## src/rtl/gcn_pkg.sv

```systemverilog
// -----------------------------------------------------------------------------
// gcn_pkg
// Shared types and default sizes for the GCN layer sequencer.
//   seq_state_t      : layer phase FSM encoding
//   GCN_*            : default parameter values used by gcn_layer_sequencer
//   is_run_state()   : true in the two RUN phases (where the watchdog counts)
//   is_trans_phase() : true while the transformation engine owns memory
//   is_agg_phase()   : true while the aggregation engine owns memory
// -----------------------------------------------------------------------------
package gcn_pkg;

   localparam int GCN_ADDRESS_WIDTH  = 13;
   localparam int GCN_FEATURE_WIDTH  = 3;
   localparam int GCN_TIMEOUT_CYCLES = 4096;
   localparam int GCN_PERF_WIDTH     = 16;

   typedef enum logic [2:0] {
      IDLE    = 3'd0,
      T_START = 3'd1,
      T_RUN   = 3'd2,
      A_START = 3'd3,
      A_RUN   = 3'd4,
      FIN     = 3'd5
   } seq_state_t;

   function automatic logic is_run_state(input seq_state_t s);
      return (s == T_RUN) || (s == A_RUN);
   endfunction

   function automatic logic is_trans_phase(input seq_state_t s);
      return (s == T_START) || (s == T_RUN);
   endfunction

   function automatic logic is_agg_phase(input seq_state_t s);
      return (s == A_START) || (s == A_RUN);
   endfunction

endpackage

```

## src/rtl/gcn_watchdog.sv

```systemverilog
// -----------------------------------------------------------------------------
// gcn_watchdog
// Stall counter for one RUN phase. The count is cleared by 'clear' and
// advances on every 'enable' cycle. 'timeout' is asserted combinationally in
// the enabled cycle whose increment brings the count to TIMEOUT_CYCLES-1, so a
// phase that never finishes is aborted after TIMEOUT_CYCLES-1 RUN cycles.
// TIMEOUT_CYCLES = 0 disables the watchdog entirely (no counter flops).
// Ports:
//   clk     in  clock, rising edge
//   reset   in  asynchronous, active-low reset
//   clear   in  restart the count from zero
//   enable  in  count this cycle
//   timeout out stall detected in this enabled cycle
// -----------------------------------------------------------------------------
module gcn_watchdog #(
   parameter int TIMEOUT_CYCLES = 4096
) (
   input  logic clk,
   input  logic reset,
   input  logic clear,
   input  logic enable,
   output logic timeout
);

   generate
      if (TIMEOUT_CYCLES == 0) begin : g_disabled
         logic unused_inputs;
         assign unused_inputs = &{1'b0, clk, reset, clear, enable};
         assign timeout       = 1'b0;
      end else if (TIMEOUT_CYCLES == 1) begin : g_immediate
         // Limit of zero cycles: the first RUN cycle already times out.
         logic unused_inputs;
         assign unused_inputs = &{1'b0, clk, reset, clear};
         assign timeout       = enable;
      end else begin : g_counter
         localparam int CW = (TIMEOUT_CYCLES > 2) ? $clog2(TIMEOUT_CYCLES) : 1;
         localparam logic [CW-1:0] LAST = CW'(TIMEOUT_CYCLES - 1);
         localparam logic [CW-1:0] TRIP = CW'(TIMEOUT_CYCLES - 2);

         logic [CW-1:0] count_reg;

         always_ff @(posedge clk or negedge reset) begin
            if (!reset) begin
               count_reg <= '0;
            end else if (clear) begin
               count_reg <= '0;
            end else if (enable && (count_reg != LAST)) begin
               count_reg <= count_reg + 1'b1;
            end
         end

         // Fires when this cycle's increment would reach TIMEOUT_CYCLES-1.
         assign timeout = enable && (count_reg == TRIP);
      end
   endgenerate

endmodule

```

## src/rtl/gcn_layer_sequencer.sv

```systemverilog
// -----------------------------------------------------------------------------
// gcn_layer_sequencer
// Phase controller for one GCN layer: runs the transformation engine, then the
// aggregation engine, arbitrating the shared feature/weight memory read port
// and steering the aggregation row index to the FM_WM product memory.
// A watchdog aborts a stalled RUN phase and raises a sticky error.
//
// Optional feature macro: GCN_SEQ_PERF_EN
//   defined   : trans_cycles / agg_cycles count T_RUN / A_RUN cycles
//               (cleared on accepted start, saturating, held afterwards)
//   undefined : both outputs tied to zero, no counter flops
//
// Ports:
//   clk, reset                         clock / async active-low reset
//   start                              layer request (level, sampled in IDLE)
//   busy, done, error                  status (done is a 1-cycle pulse)
//   start_trans, done_trans            transformation handshake
//   trans_read_en, trans_read_addr     transformation read request
//   start_agg, done_agg                aggregation handshake
//   agg_read_en, agg_read_addr         aggregation read request
//   agg_row                            aggregation FM_WM row request
//   mem_read_en, mem_read_addr         granted memory read port
//   fm_wm_read_row                     row index to FM_WM memory
//   trans_cycles, agg_cycles           phase cycle counters
// -----------------------------------------------------------------------------
module gcn_layer_sequencer
   import gcn_pkg::*;
#(
   parameter int ADDRESS_WIDTH  = GCN_ADDRESS_WIDTH,
   parameter int FEATURE_WIDTH  = GCN_FEATURE_WIDTH,
   parameter int TIMEOUT_CYCLES = GCN_TIMEOUT_CYCLES,
   parameter int PERF_WIDTH     = GCN_PERF_WIDTH
) (
   input  logic                     clk,
   input  logic                     reset,
   input  logic                     start,
   output logic                     busy,
   output logic                     done,
   output logic                     error,
   output logic                     start_trans,
   input  logic                     done_trans,
   input  logic                     trans_read_en,
   input  logic [ADDRESS_WIDTH-1:0] trans_read_addr,
   output logic                     start_agg,
   input  logic                     done_agg,
   input  logic                     agg_read_en,
   input  logic [ADDRESS_WIDTH-1:0] agg_read_addr,
   input  logic [FEATURE_WIDTH-1:0] agg_row,
   output logic                     mem_read_en,
   output logic [ADDRESS_WIDTH-1:0] mem_read_addr,
   output logic [FEATURE_WIDTH-1:0] fm_wm_read_row,
   output logic [PERF_WIDTH-1:0]    trans_cycles,
   output logic [PERF_WIDTH-1:0]    agg_cycles
);

   seq_state_t state_reg;
   seq_state_t state_next;
   logic       error_reg;
   logic       error_next;
   logic       timeout;
   logic       start_accept;

   assign start_accept = (state_reg == IDLE) && start;

   // ---------------------------------------------------------------- watchdog
   // Cleared in the START cycle so the count begins at zero on RUN entry.
   gcn_watchdog #(
      .TIMEOUT_CYCLES (TIMEOUT_CYCLES)
   ) u_watchdog (
      .clk     (clk),
      .reset   (reset),
      .clear   ((state_reg == T_START) || (state_reg == A_START)),
      .enable  (is_run_state(state_reg)),
      .timeout (timeout)
   );

   // ------------------------------------------------------- state register
   always_ff @(posedge clk or negedge reset) begin
      if (!reset) begin
         state_reg <= IDLE;
         error_reg <= 1'b0;
      end else begin
         state_reg <= state_next;
         error_reg <= error_next;
      end
   end

   // ------------------------------------------------------- next-state logic
   // A completing engine takes priority over a same-cycle timeout.
   always_comb begin
      state_next = state_reg;
      error_next = error_reg;
      case (state_reg)
         IDLE: begin
            if (start) begin
               state_next = T_START;
               error_next = 1'b0;
            end
         end
         T_START: state_next = T_RUN;
         T_RUN: begin
            if (done_trans) begin
               state_next = A_START;
            end else if (timeout) begin
               state_next = IDLE;
               error_next = 1'b1;
            end
         end
         A_START: state_next = A_RUN;
         A_RUN: begin
            if (done_agg) begin
               state_next = FIN;
            end else if (timeout) begin
               state_next = IDLE;
               error_next = 1'b1;
            end
         end
         FIN:     state_next = IDLE;
         default: state_next = IDLE;
      endcase
   end

   // ------------------------------------------------------- output logic
   // Grant is decoded from the registered state only, so the memory port
   // follows the phase with no added latency; the loser's request is dropped.
   always_comb begin
      busy           = 1'b0;
      done           = 1'b0;
      start_trans    = 1'b0;
      start_agg      = 1'b0;
      mem_read_en    = 1'b0;
      mem_read_addr  = '0;
      fm_wm_read_row = '0;
      case (state_reg)
         T_START: begin
            busy          = 1'b1;
            start_trans   = 1'b1;
            mem_read_en   = trans_read_en;
            mem_read_addr = trans_read_addr;
         end
         T_RUN: begin
            busy          = 1'b1;
            mem_read_en   = trans_read_en;
            mem_read_addr = trans_read_addr;
         end
         A_START: begin
            busy           = 1'b1;
            start_agg      = 1'b1;
            mem_read_en    = agg_read_en;
            mem_read_addr  = agg_read_addr;
            fm_wm_read_row = agg_row;
         end
         A_RUN: begin
            busy           = 1'b1;
            mem_read_en    = agg_read_en;
            mem_read_addr  = agg_read_addr;
            fm_wm_read_row = agg_row;
         end
         FIN: begin
            busy = 1'b1;
            done = 1'b1;
         end
         default: begin
            busy = 1'b0;
         end
      endcase
   end

   assign error = error_reg;

   // ------------------------------------------------------- perf counters
`ifdef GCN_SEQ_PERF_EN
   logic [PERF_WIDTH-1:0] trans_cycles_reg;
   logic [PERF_WIDTH-1:0] agg_cycles_reg;

   always_ff @(posedge clk or negedge reset) begin
      if (!reset) begin
         trans_cycles_reg <= '0;
         agg_cycles_reg   <= '0;
      end else if (start_accept) begin
         trans_cycles_reg <= '0;
         agg_cycles_reg   <= '0;
      end else begin
         if ((state_reg == T_RUN) && (trans_cycles_reg != '1)) begin
            trans_cycles_reg <= trans_cycles_reg + 1'b1;
         end
         if ((state_reg == A_RUN) && (agg_cycles_reg != '1)) begin
            agg_cycles_reg <= agg_cycles_reg + 1'b1;
         end
      end
   end

   assign trans_cycles = trans_cycles_reg;
   assign agg_cycles   = agg_cycles_reg;
`else
   logic unused_start_accept;
   assign unused_start_accept = start_accept;
   assign trans_cycles        = '0;
   assign agg_cycles          = '0;
`endif

endmodule
```

## config.mk

```make
export PLATFORM = sky130hd
export DESIGN_NAME = gcn_layer_sequencer
export DESIGN_NICKNAME = d
export VERILOG_FILES = /design/src/rtl/gcn_pkg.sv /design/src/rtl/gcn_watchdog.sv /design/src/rtl/gcn_layer_sequencer.sv
export SDC_FILE = /design/constraint.sdc
export NUM_CORES = 1
export LEC_CHECK = 0
export CAP_MARGIN = 0
export CORE_UTILIZATION = 35
export CTS_CLUSTER_SIZE = 8
export DETAILED_ROUTE_END_ITERATION = 8
export PLACE_DENSITY_LB_ADDON = 0.1
export SKIP_CTS_REPAIR_TIMING = 1
export SYNTH_ARGS = -nofsm -noshare
export SYNTH_HDL_FRONTEND = slang
export SYNTH_SLANG_ARGS = --single-unit
```

## constraint.sdc

```tcl
create_clock -name clk -period 2.2 [get_ports clk]
set_clock_uncertainty 0.05 [all_clocks]
set_input_delay 0.44 -clock clk [delete_from_list [all_inputs] [get_ports clk]]
set_output_delay 0.44 -clock clk [all_outputs]
set_load 0.005 [all_outputs]
```

==> metrics.md, run 1 <==
| Metric | Value |
|---|---|
| Status | `complete, but fails checks` |
| Failing checks | `DRC, setup timing` |
| DR vias | `~1,600` |
| Worst R2R End | `u_watchdog.g_counter.count_reg[10]` |
| Synth Register Bits | `16` |
| Register area share after synthesis | `23.8%` |
| Detailed router's first-iteration violation count | `slightly above 40` |
| Fmax | `between 0.4 and 0.5 GHz` |
| Post-synth top area cell | `dfrtp_1` |
| Chip height | `just over 70 um` |
| Initial antenna violation count | `0` |
| CP max FO | `6` |
| Hold Startpoint | `u_watchdog.g_counter.count_reg[10]` |
| Power Dens Cells | `982 mW/mm^2` |
| CP required | `between 1.5 and 2 ns` |
| Worst r2r src | `u_watchdog.g_counter.count_reg[0]` |
| Hold Fails Final Rpt | `0` |
| Final HPWL DP | `3.14 mm` |
| Worst VDD drop | `0.000587 V` |
| Largest net degree at the start of global routing | `24` |
| FF-to-FF path depth | `5` |
| Area growth, synth to finish | `39.3%` |
| DRT Wirelength | `between 4 and 5 mm` |
| CTS buffer count | `3` |
| Share of layout cells above drive strength 1 | `between 10% and 20%` |
| Global Route met2 Usage | `roughly 27%` |
| Final Critical Period | `2.36 ns` |
| Total of max-cap violations | `0` |
| Synth top cells by count | `buf_4, nand2_1, dfrtp_1` |
| Worst-case clock buffer depth | `2` |
| Avg Inst Size Synth | `approximately 8.2 sq um` |
| Distinct cells, synth | `43` |
| LEAKAGE | `between 1 and 1.5 nW` |
| Syn Inst Count | `just over 200` |
| Cell area after layout | `0.00234 sq mm` |
| Top cell type's share of synthesized area | `23.8%` |
| Setup ws final | `-0.165 ns` |
| Pwr Total | `2.30 mW` |
| Core area | `0.00447 sq mm` |
| Startpoint Class | `flip-flop` |
| # nets final | `roughly 310` |
| Post-synth top flop | `dfrtp_1` |
| N_diodes | `0` |
| M3 GR Usage | `3.09%` |
| Placed Area | `0.00222 sq mm` |
| Tot GR Track Use | `15.9%` |
| GR peak layer | `met2` |
| Critical path class | `flip-flop to primary output` |
| WP data arrival | `1.87 ns` |
| IO Port Bufs | `57` |
| DR WL/cell | `12.8 um` |
| Post-route ant nets | `0` |
| Unrepaired setup endpoints after global routing | `true` |
| Die area | `0.00509 sq mm` |
| Final setup violation count | `11` |
| Fillers | `429` |
| Synthesis warning total | `0` |
| Count leader, synth | `buf_4` |
| DIE WIDTH | `71.3 um` |
| Clk slew on worst S/H paths | `0.06 ns` |
| M1 GR Usage | `between 20 and 25%` |
| Post-synthesis cell area | `0.00168 sq mm` |
| Post-synth ARST share | `between 90% and 100%` |
| Worst Setup End Kind | `primary output` |
| Fin crit share | `107%` |
| I/O Pins | `90` |
| Number of flip-flops in the largest register | `12` |
| Number of synthesized flops with an enable pin | `0` |
| Flop2flop setup slack | `0.50 ns` |
| Clock root cell | `clkbuf_8` |
| Grt total ovfl | `0` |
| First-pass GRT wire length | `between 6 and 7 mm` |
| CTS tree | `yes` |
| Initial core utilization | `37.6%` |
| DRT Pass-1 Iters | `6` |
| Clock sink total | `16` |
| Max-slew violations | `0` |
| Hold depth | `1` |
| WHS Endpoint | `u_watchdog.g_counter.count_reg[10]` |
| Clock latency on the worst-skew pair | `approximately 0.25 ns` |
| FP Rows | `24` |
| Worst hold path type | `flip-flop to flip-flop` |
| H-tree Lvls | `1` |
| DR vias/cell | `around 5.0` |
| Post-Route Setup TNS | `-1.60 ns` |
| Top post-synthesis cells by area | `dfrtp_1, buf_4, mux2_2` |
| RePlAce Congestion | `0.759` |
| DRC errors left | `4` |
| Number of global-route vias before repair | `1,470` |
[routing by layer]
layer / vias to the layer above / share of wire, %
met4: 0 / 0.29
met5: - / 0
met1: 729 / 49
met3: 2 / 5.1
li1: 804 / -
met2: 57 / 46
[through the flow]
stage / hold slack, ns / utilization, % / instances / worst slack (ns)
detailed placement: 0.449 / 49.7 / 314 / -0.135
floorplan: 0.0944 / - / 237 / 0.486
global placement: 0.447 / 49.7 / 314 / -0.135
CTS: 0.458 / 50.9 / 318 / -0.242
global route: 0.496 / 52.4 / 321 / -0.299
finish: 0.454 / 52.4 / 321 / -0.165
[worst max-delay path, stage by stage (launching register included)]
cell and delay [ns]:
dfrtp_2 0.42, buf_4 0.17, mux2_2 0.34, a22oi_1 0.14, o21ai_0 0.09, clkdlybuf4s50_1 0.47
[power breakdown]
part | switching (mW) | total (mW) | leakage (nW) | internal [mW]
Sequential | 0.0556 | 0.400 | 0.216 | 0.344
Clock | 0.104 | 0.263 | 0.0288 | 0.159
Combinational | 0.741 | 1.64 | 0.864 | 0.899
Total | 0.900 | 2.30 | 1.11 | 1.40
[cell usage in the layout (no fill, tap or decap), types with 6 or more instances in the layout]
master and n:
nand4_1 6, dfrtp_1 15, mux2i_1 6, dlymetal6s2s_1 6, a22oi_1 13, nand2_1 29
mux2_2 13, clkdlybuf4s50_1 51, conb_1 32, o21ai_0 14, buf_4 13
[kinds of logic after synthesis]
kind of cell             after synthesis  synth area share [%]
other                                  1                 0.223
AO/OA/AOI/OAI                         49                  19.4
buffers and inverters                 49                  19.6
XOR/XNOR                               2                  1.93
flip-flops                            16                  23.8
adder cells (fa/ha/maj)                2                  1.49
multiplexers                          19                  12.3
AND/OR/NAND/NOR                       68                  21.3
[layout make-up]
cell class                      instances  area, sq um  area share, %
Clock buffer                            4         55.1           2.35
Multi-Input combinational cell        172         1090           46.3
Timing Repair Buffer                   74          726           30.9
Inverter                                3         11.3          0.480
Sequential cell                        16          402           17.1
Tap cell                               52         65.1           2.77
[worst max path at each step]
stage	startpoint	to	slack [ns]	cells past startpoint
floorplan	state_reg[1]	mem_read_addr[10]	0.49	5
global placement	trans_read_addr[8]	mem_read_addr[8]	-0.13	5
detailed placement	agg_read_addr[6]	mem_read_addr[6]	-0.14	5
CTS	state_reg[1]	mem_read_addr[8]	-0.24	5
global route	state_reg[1]	mem_read_addr[0]	-0.30	5
finish	state_reg[1]	mem_read_addr[6]	-0.16	5
Note: power is estimated with default switching activity, not from simulation.
==> run 2: changes to the inputs <==
--- a/config.mk
+++ b/config.mk
@@ -10,6 +10,7 @@
 export CTS_CLUSTER_SIZE = 8
 export DETAILED_ROUTE_END_ITERATION = 8
 export PLACE_DENSITY_LB_ADDON = 0.1
+export RECOVER_POWER = 50
 export SKIP_CTS_REPAIR_TIMING = 1
 export SYNTH_ARGS = -nofsm -noshare
 export SYNTH_HDL_FRONTEND = slang
==> run 2 against run 1 <==
  * The run still ends with DRC, setup timing left
  * Clock power is essentially flat
  * Critical path depth is the same
  * Hold slack unchanged
  * Power hardly changed
  * Cell area shrank 0.16%
  * Sequential power hardly changed
==> metrics.md, run 2 (same netlist as run 1, synthesis figures left out) <==
| Metric | Value |
|---|---|
| Status | `complete, but fails checks` |
| Failing checks | `DRC, setup timing` |
| RePlAce Congestion | `0.759 (unchanged)` |
| DRT Pass-1 Iters | `6 (unchanged)` |
| Clock share of power | `11.4% (about the same)` |
| Clock root cell | `clkbuf_8` |
| CTS buffer count | `3 (unchanged)` |
| Sw Share | `39.1% (about the same)` |
| DR vias | `1,592 (unchanged)` |
| Final Critical Period | `2.36 ns (unchanged)` |
| Die area | `0.00509 sq mm (unchanged)` |
| Rel. slew slack | `39.6%` |
| Final setup violation count | `11 (unchanged)` |
| LEAKAGE | `1.11 nW (-0.30%)` |
| DR WL/cell | `12.8 um (about the same)` |
| Startpoint Class | `flip-flop` |
| CP required | `1.71 ns (about the same)` |
| # nets final | `308 (unchanged)` |
| DRC errors left | `4 (unchanged)` |
| DR vias/cell | `4.96 (unchanged)` |
| Number of global-route vias before repair | `1,470 (unchanged)` |
| Unrepaired setup endpoints after global routing | `true` |
| Worst VDD drop | `0.000587 V (about the same)` |
| Grt total ovfl | `0 (unchanged)` |
| Commonest non-fill, non-tap cell in the layout | `clkdlybuf4s50_1` |
| Fin crit share | `107% (unchanged)` |
| Critical path class | `flip-flop to primary output` |
| Worst r2r src | `u_watchdog.g_counter.count_reg[0]` |
| Share of layout cells above drive strength 1 | `15.6% (-0.37 points)` |
| Power Dens Cells | `983 mW/mm^2 (+0.10%)` |
| Fmax | `0.423 GHz (unchanged)` |
| H-tree Lvls | `1 (unchanged)` |
| Core area | `0.00447 sq mm (unchanged)` |
| FF-to-FF path depth | `5 (unchanged)` |
| Setup ws final | `-0.165 ns (unchanged)` |
| I/O Pins | `90 (unchanged)` |
| CTS tree | `yes` |
| WHS Endpoint | `u_watchdog.g_counter.count_reg[10]` |
| Clock latency on the worst-skew pair | `0.25 ns (about the same)` |
| Clk slew on worst S/H paths | `0.06 ns (about the same)` |
| Area growth, synth to finish | `39.1%` |
| IO Port Bufs | `57 (unchanged)` |
| Tot GR Track Use | `15.9% (unchanged)` |
| Detailed router's first-iteration violation count | `41 (unchanged)` |
| Chip height | `71.3 um (unchanged)` |
| N_diodes | `0 (unchanged)` |
| Max-slew violations | `0 (unchanged)` |
| Final HPWL DP | `3.14 mm (unchanged)` |
| Worst-case clock buffer depth | `2 (unchanged)` |
| Hold Fails Final Rpt | `0 (unchanged)` |
| Sequential group share of total power | `17.4% (about the same)` |
| Initial antenna violation count | `0 (unchanged)` |
| Hold Startpoint | `u_watchdog.g_counter.count_reg[10]` |
| CP max FO | `6 (unchanged)` |
| Clock sink total | `16 (unchanged)` |
| Largest net degree at the start of global routing | `24 (unchanged)` |
| Final hold slack | `0.454 ns (unchanged)` |
| Worst R2R End | `u_watchdog.g_counter.count_reg[10]` |
| DIE WIDTH | `71.3 um (unchanged)` |
| FP Rows | `24 (unchanged)` |
| First-pass GRT wire length | `6.66 mm (unchanged)` |
| Post-Route Setup TNS | `-1.60 ns (unchanged)` |
| Switching pwr | `0.900 mW (about the same)` |
| Least-Margin Pin Slew | `slightly above 0.9 ns` |
| Worst hold path type | `flip-flop to flip-flop` |
| Hold depth | `1 (unchanged)` |
| Total of max-cap violations | `0 (unchanged)` |
| Most frequent cells in the layout | `clkdlybuf4s50_1, conb_1, nand2_1` |
| Post-route ant nets | `0 (unchanged)` |
| Number of flip-flops in the largest register | `12 (unchanged)` |
| Flop2flop setup slack | `0.50 ns (about the same)` |
| WP data arrival | `1.87 ns (about the same)` |
| Int Power | `1.40 mW (about the same)` |
| DRT Wirelength | `4.10 mm (about the same)` |
| Comb pwr share | `71.2% (about the same)` |
| Worst Setup End Kind | `primary output` |
| Initial core utilization | `37.6% (unchanged)` |
==> run 2: changes by cell type in the layout (fill, tap and decap cells not counted), sizes merged <==
cell and change:
dlygate4sd3 +1, buf -1, clkdlybuf4s50 -1, clkbuf +1
==> run 2: through the flow <==
step	instance area (sq um)	instances	util [%]	worst slack, ns	total power, mW
after floorplan	1800	237	-	0.486	1.30
after global routing	2340	321	52.3	-0.299	2.48
final	2340	321	52.3	-0.165	2.30
after CTS	2280	318	50.9	-0.242	2.25
after global placement	2220	314	49.7	-0.135	1.98
after detailed placement	2220	314	49.7	-0.135	1.98
==> run 2: how the worst max path moves through the flow <==
stage,cells after the start,from,slack [ns],endpoint
2_1_floorplan,5,state_reg[1],0.49,mem_read_addr[10]
3_3_place_gp,5,trans_read_addr[8],-0.13,mem_read_addr[8]
3_5_place_dp,5,agg_read_addr[6],-0.14,mem_read_addr[6]
4_1_cts,5,state_reg[1],-0.24,mem_read_addr[8]
5_1_grt,5,state_reg[1],-0.30,mem_read_addr[0]
6_report,5,state_reg[1],-0.16,mem_read_addr[6]
==> run 2: area by class of cell <==
type | instances | area [sq um]
timing repair buffer | 74 | 722
tap | 52 | 65.1
inverter | 3 | 11.3
sequential | 16 | 402
clock buffer | 4 | 55.1
fill | 431 | 2130
multi-input combinational | 172 | 1090
==> run 2: power by group through the flow <==
stage | Sequential (mW) | Combinational (mW) | Clock, mW
after floorplan | 0.384 | 0.912 | 0
after global placement | 0.395 | 1.59 | 0
after detailed placement | 0.395 | 1.58 | 0
after CTS | 0.391 | 1.59 | 0.269
after global routing | 0.409 | 1.79 | 0.286
final | 0.400 | 1.64 | 0.263
==> run 2: metal layers <==
| layer | vias to the layer above | GRT usage, % | share of wire [%] |
|---|---|---|---|
| met5 | - | 0 | 0 |
| li1 | 804 | - | - |
| met2 | 57 | 26.8 | 46 |
| met3 | 2 | 3.09 | 5.1 |
| met1 | 729 | 21.7 | 49 |
| met4 | 0 | 2.00 | 0.29 |
==> run 2: critical path, cell delays in order (launching register included) <==
cell             delay (ns)
dfrtp_2                0.42
buf_4                  0.17
mux2_2                 0.34
a22oi_1                0.14
o21ai_0                0.09
clkdlybuf4s50_1        0.47
